===== src/rtl/mul_pkg.sv =====
`default_nettype none
// ============================================================================
//  Module   : mul_pkg
//  Brief    : Shared constants for the sequential 2x2-digit multiplier.
//  Revision : 1.0 - initial release
// ============================================================================
package mul_pkg;

    localparam int W_DEFAULT = 8;
    localparam int D_DEFAULT = W_DEFAULT / 2;
    localparam int S_DEFAULT = D_DEFAULT * D_DEFAULT;

    localparam logic [1:0] IDLE = 2'd0;
    localparam logic [1:0] RUN  = 2'd1;
    localparam logic [1:0] DONE = 2'd2;

    function automatic int steps(input int w);
        return (w / 2) * (w / 2);
    endfunction

    // Step counter needs at least one bit even when a single step suffices.
    function automatic int cnt_width(input int s);
        return (s > 1) ? $clog2(s) : 1;
    endfunction

endpackage
`default_nettype wire


===== src/rtl/mul_seq_ctrl_mul2b.sv =====
`default_nettype none
// ============================================================================
//  Module   : mul2b
//  Brief    : Combinational 2x2 unsigned multiplier producing a 4-bit product.
//  Revision : 1.0 - initial release
// ============================================================================
module mul2b (
    input  logic [1:0] x,
    input  logic [1:0] y,
    output logic [3:0] pp
);

    assign pp = {2'b00, x} * {2'b00, y};

endmodule
`default_nettype wire


===== src/rtl/mul_seq_ctrl.sv =====
`default_nettype none
// ============================================================================
//  Module   : mul_seq_ctrl
//  Brief    : WxW unsigned multiplier built from one shared 2x2 unit, one
//             digit pair per cycle, with start/busy/done framing.
//  Revision : 1.0 - initial release
// ============================================================================
module mul_seq_ctrl
    import mul_pkg::*;
#(
    parameter int W = W_DEFAULT
) (
    input  logic           clk,
    input  logic           rst,
    input  logic           start,
    input  logic [W-1:0]   a,
    input  logic [W-1:0]   b,
    output logic           busy,
    output logic           done,
    output logic [2*W-1:0] p
);

    localparam int D  = W / 2;
    localparam int S  = steps(W);
    localparam int KW = cnt_width(S);
    localparam int PW = 2 * W;

    logic [1:0]    r_state;
    logic [1:0]    w_next;
    logic [W-1:0]  r_a;
    logic [W-1:0]  r_b;
    logic [PW-1:0] r_acc;
    logic [PW-1:0] r_p;
    logic [KW-1:0] r_k;

    logic          w_accept;
    logic          w_last;
    logic [KW-1:0] w_i;
    logic [KW-1:0] w_j;
    logic [1:0]    w_x;
    logic [1:0]    w_y;
    logic [3:0]    w_pp;
    logic [KW:0]   w_shamt;
    logic [PW-1:0] w_sum;

    assign w_accept = start && ((r_state == IDLE) || (r_state == DONE));
    assign w_last   = (r_k == KW'(S - 1));
    assign w_i      = r_k / KW'(D);
    assign w_j      = r_k % KW'(D);
    assign w_shamt  = {w_i + w_j, 1'b0};

    // Digit select as a constant-index mux keeps every operand bit in use.
    always_comb begin
        w_x = '0;
        w_y = '0;
        for (int d = 0; d < D; d++) begin
            if (w_j == KW'(d)) w_x = r_a[2*d +: 2];
            if (w_i == KW'(d)) w_y = r_b[2*d +: 2];
        end
    end

    mul2b u_mul2b (
        .x  (w_x),
        .y  (w_y),
        .pp (w_pp)
    );

    assign w_sum = r_acc + (PW'(w_pp) << w_shamt);

    always_ff @(posedge clk) begin
        if (rst) r_state <= IDLE;
        else     r_state <= w_next;
    end

    always_comb begin
        w_next = IDLE;
        case (r_state)
            IDLE:    w_next = start  ? RUN  : IDLE;
            RUN:     w_next = w_last ? DONE : RUN;
            DONE:    w_next = start  ? RUN  : IDLE;
            default: w_next = IDLE;
        endcase
    end

    always_comb begin
        busy = (r_state == RUN);
        done = (r_state == DONE);
    end

    always_ff @(posedge clk) begin
        if (rst) begin
            r_a   <= '0;
            r_b   <= '0;
            r_acc <= '0;
            r_k   <= '0;
            r_p   <= '0;
        end else if (w_accept) begin
            r_a   <= a;
            r_b   <= b;
            r_acc <= '0;
            r_k   <= '0;
        end else if (r_state == RUN) begin
            r_acc <= w_sum;
            r_k   <= r_k + KW'(1);
            if (w_last) r_p <= w_sum;
        end
    end

    assign p = r_p;

endmodule
`default_nettype wire


===== config.mk =====
export PLATFORM = sky130hd
export DESIGN_NAME = mul_seq_ctrl
export DESIGN_NICKNAME = d
export VERILOG_FILES = /design/src/rtl/mul_pkg.sv /design/src/rtl/mul_seq_ctrl_mul2b.sv /design/src/rtl/mul_seq_ctrl.sv
export SDC_FILE = /design/constraint.sdc
export NUM_CORES = 1
export LEC_CHECK = 0
export CAP_MARGIN = 25
export CORE_ASPECT_RATIO = 0.8
export CORE_MARGIN = 4
export CORE_UTILIZATION = 51
export CTS_CLUSTER_DIAMETER = 150
export DETAILED_ROUTE_END_ITERATION = 16
export GPL_ROUTABILITY_DRIVEN = 1
export PLACE_DENSITY_LB_ADDON = 0.08
export SLEW_MARGIN = 20
export SYNTH_ARGS = -nofsm -noshare
export SYNTH_HDL_FRONTEND = slang
export SYNTH_SLANG_ARGS = --single-unit

===== constraint.sdc =====
create_clock -name clk -period 3.39 [get_ports clk]
set_input_delay 0.339 -clock clk [delete_from_list [all_inputs] [get_ports clk]]
set_output_delay 0.339 -clock clk [all_outputs]
set_load 0.02 [all_outputs]

==> metrics.csv <==
metric,value,unit
outcome,"finished, violations left",
failing checks,setup timing,
Fmax,267.1,MHz
DRT iter0 DRCs,172,
crit-path max FO,4,
CTS tree,yes,
I/O pin total,37,
"slowest stage delay, CP",400,ps
Switching Share,25.42,%
Mapped Area,0.003120,mm²
unrepaired setup endpoints after global routing,true,
pwr dens,272.4,mW/mm²
synth top area cells,"dfxtp_1 35%, nand2_1 11%, ha_1 9.2%, a21oi_1 9.1%, nor2_1 3.4%",
Internal,935.7,µW
TritonCTS Buffers,5,
Synth Instances,398,
Setup WS pre-CTS,-288.6,ps
final net count,530,
"Async S/R FF share, synth",0,%
biggest area consumer among synthesized cells,dfxtp_1,
number of remaining DRC errors,0,
number of antenna violations at the first check in global routing,0,
power share of the clock group,35.7,%
CTS Hold Bufs,0,
"most common cell after layout, fill and taps aside",nand2_1,
WS Path Type,reg2reg,
P&R area growth vs syn,47.63,%
vias in the first global route,3181,
via count,3177,
starting density of the core,52.78,%
Port Buf Inserts,36,
"Top FF cell, synth",dfxtp_1,
clk root buf,clkbuf_8,
post-synth top area share,34.64,%
Pre-antenna DRT Iters,4,
Final min period,3744,ps
drt total wl,9474,µm
core region area,0.005912,mm²
most frequent cells in the layout,"85 x nand2_1, 61 x buf_4, 51 x dfxtp_1",
clk buf depth,2,
Crit path max-delay family,compound AO/OA/AOI/OAI gates,
first-pass GRT wire length,15230,µm
DP Wirelength,6489,µm
share of cells above drive strength 1,31.42,%
crit path capture type,flop,
DP Cell Count,550,
Max H-tree Level,2,
post-synthesis sequential area ratio,34.64,%
die height,77.97,µm
Final setup viols,20,
WL/cell,16.68,µm
CP most frequent cell,ha_4,
worst slew pin tran,830.3,ps
clock sinks,54,
Post-synth EDFFs,0,
yosys warns,0,
P_sw,319.0,µW
Buf/Inv on CP,2,
post-route cell area,0.004607,mm²
"slowest stage cell, crit path",or3_4,
die footprint,0.007442,mm²
CP arrival,3950,ps
"Req. time, crit path",3600,ps
Synth cell types,49,
number of diodes,0,
Chip Width,95.46,µm
Final Hold Viols,0,
Post-Layout Cell Count,568,
final core utilization,77.93,%
Via density,5.593,
Comb power frac,11.7,%
Final TNS setup,-3656,ps
Critical Path Start Type,flop,
static leakage,1.800,nW
Slew headroom,44.65,%
crit-path cells,buf_4 -> ha_4 -> nor2b_1 -> a311oi_2 -> o21a_1 -> ha_4 -> ha_4 -> nand2_4 -> nor2_4 -> a21oi_2 -> nor2b_1 -> ha_1 -> buf_6 -> a21o_1 -> a221o_1 -> or3_4 -> nand3_2 -> a21oi_1,
max-cap viol count,0,
final worst path period share,110.4,%
GP Congestion,0.9668,
ANT nets after route,0,
#FFs+latches synth,54,
standard-cell rows,25,
worst clock skew,6.715,ps
placed cell area,0.003998,mm²
GRT overflow,0,
HP Class,reg2reg,
Clock Pin Slew Worst Setup and Hold Paths,100,ps
Worst R2R Setup Slack,-350,ps
syn nets,442,
Final Max Slew Viols,0,
Skew-Pair Late Insertion Delay,330,ps
Worst VDD drop,337.9,µV
largest net degree at the start of global routing,38,
"Avg Cell Area, Syn",7.840,µm²
overall routing resource usage,26.33,%
sequential power share,52.6,%
Setup WS post-layout,-353.8,ps
## cell type report
type | instances | area [µm²]
sequential | 54 | 1090
clock inverter | 3 | 43.79
fill | 385 | 1305
tap | 81 | 101.3
inverter | 9 | 38.79
timing repair buffer | 104 | 897.1
clock buffer | 5 | 68.82
multi-input combinational | 312 | 2367
## registers in the layout (all words and copies together) (netlist names)
register	cells
r_state	2
r_b	8
r_acc	16
r_a	8
p	16
r_k	4
## worst min-delay path: stages, from the launching register on
cell and delay [ps]:
dfxtp_1 320, nand2_1 50, a21oi_1 50
## synthesized netlist by cell type (all sizes together), types with 6 or more instances
| library cell | number |
|---|---|
| inv | 9 |
| xnor2 | 8 |
| a21o | 6 |
| clkbuf | 17 |
| nand3 | 12 |
| buf | 6 |
| xor2 | 6 |
| o21ai | 10 |
| nor2b | 8 |
| nand2 | 88 |
| a21oi | 59 |
| a211oi | 9 |
| dfxtp | 54 |
| ha | 23 |
| nor2 | 28 |
## worst paths after layout
kind | from | to | cells past startpoint
max reg2reg | r_k[1] | p[14] | 18
max | r_k[1] | p[14] | 18
min | r_a[6] | r_a[6] | 2
min reg2reg | r_a[6] | r_a[6] | 2
## routing by layer
layer,vias up,track usage [%],wire [µm]
li1,1560,-,-
met1,1532,33.63,4188
met2,73,43.89,4704
met3,12,6.686,431
met4,0,7.102,150
met5,-,0,0
## power by group through the flow
stage,Combinational [mW],Sequential (mW),Clock [mW]
2_1_floorplan,0.0766,0.671,0
3_3_place_gp,0.127,0.673,0
3_5_place_dp,0.130,0.673,0
4_1_cts,0.141,0.659,0.447
5_1_grt,0.161,0.662,0.483
6_report,0.147,0.660,0.449
## logic make-up (layout without fill, tap and decap cells)
logic type	count (synthesis)	count (layout)	synth area share (%)
adders and majority gates	25	25	10.51
DFF	54	54	34.64
xor gates and xnor gates	14	14	3.930
buffers and inverters	32	121	4.010
and+or+nand+nor	166	166	23.94
AOI/OAI and AO/OA	103	103	20.65
muxes	4	4	2.326
## per-stage QoR
| step | hold slack (ps) | power (mW) |
|---|---|---|
| after detailed placement | 445.1 | 0.8036 |
| final | 461.2 | 1.255 |
| after global placement | 440.8 | 0.8007 |
| after global routing | 485.0 | 1.305 |
| after CTS | 460.2 | 1.247 |
| after floorplan | 431.5 | 0.7480 |
## what timing repair did
| item | CTS | global route |
|---|---|---|
| resized for setup | 58 | 26 |
| setup buffers | 9 | 2 |
| pin swaps | 39 | 21 |
| endpoints found under the setup margin | 22 | 24 |
| endpoints found under the hold margin | 0 | 0 |
Note: power is estimated with default switching activity, not from simulation.
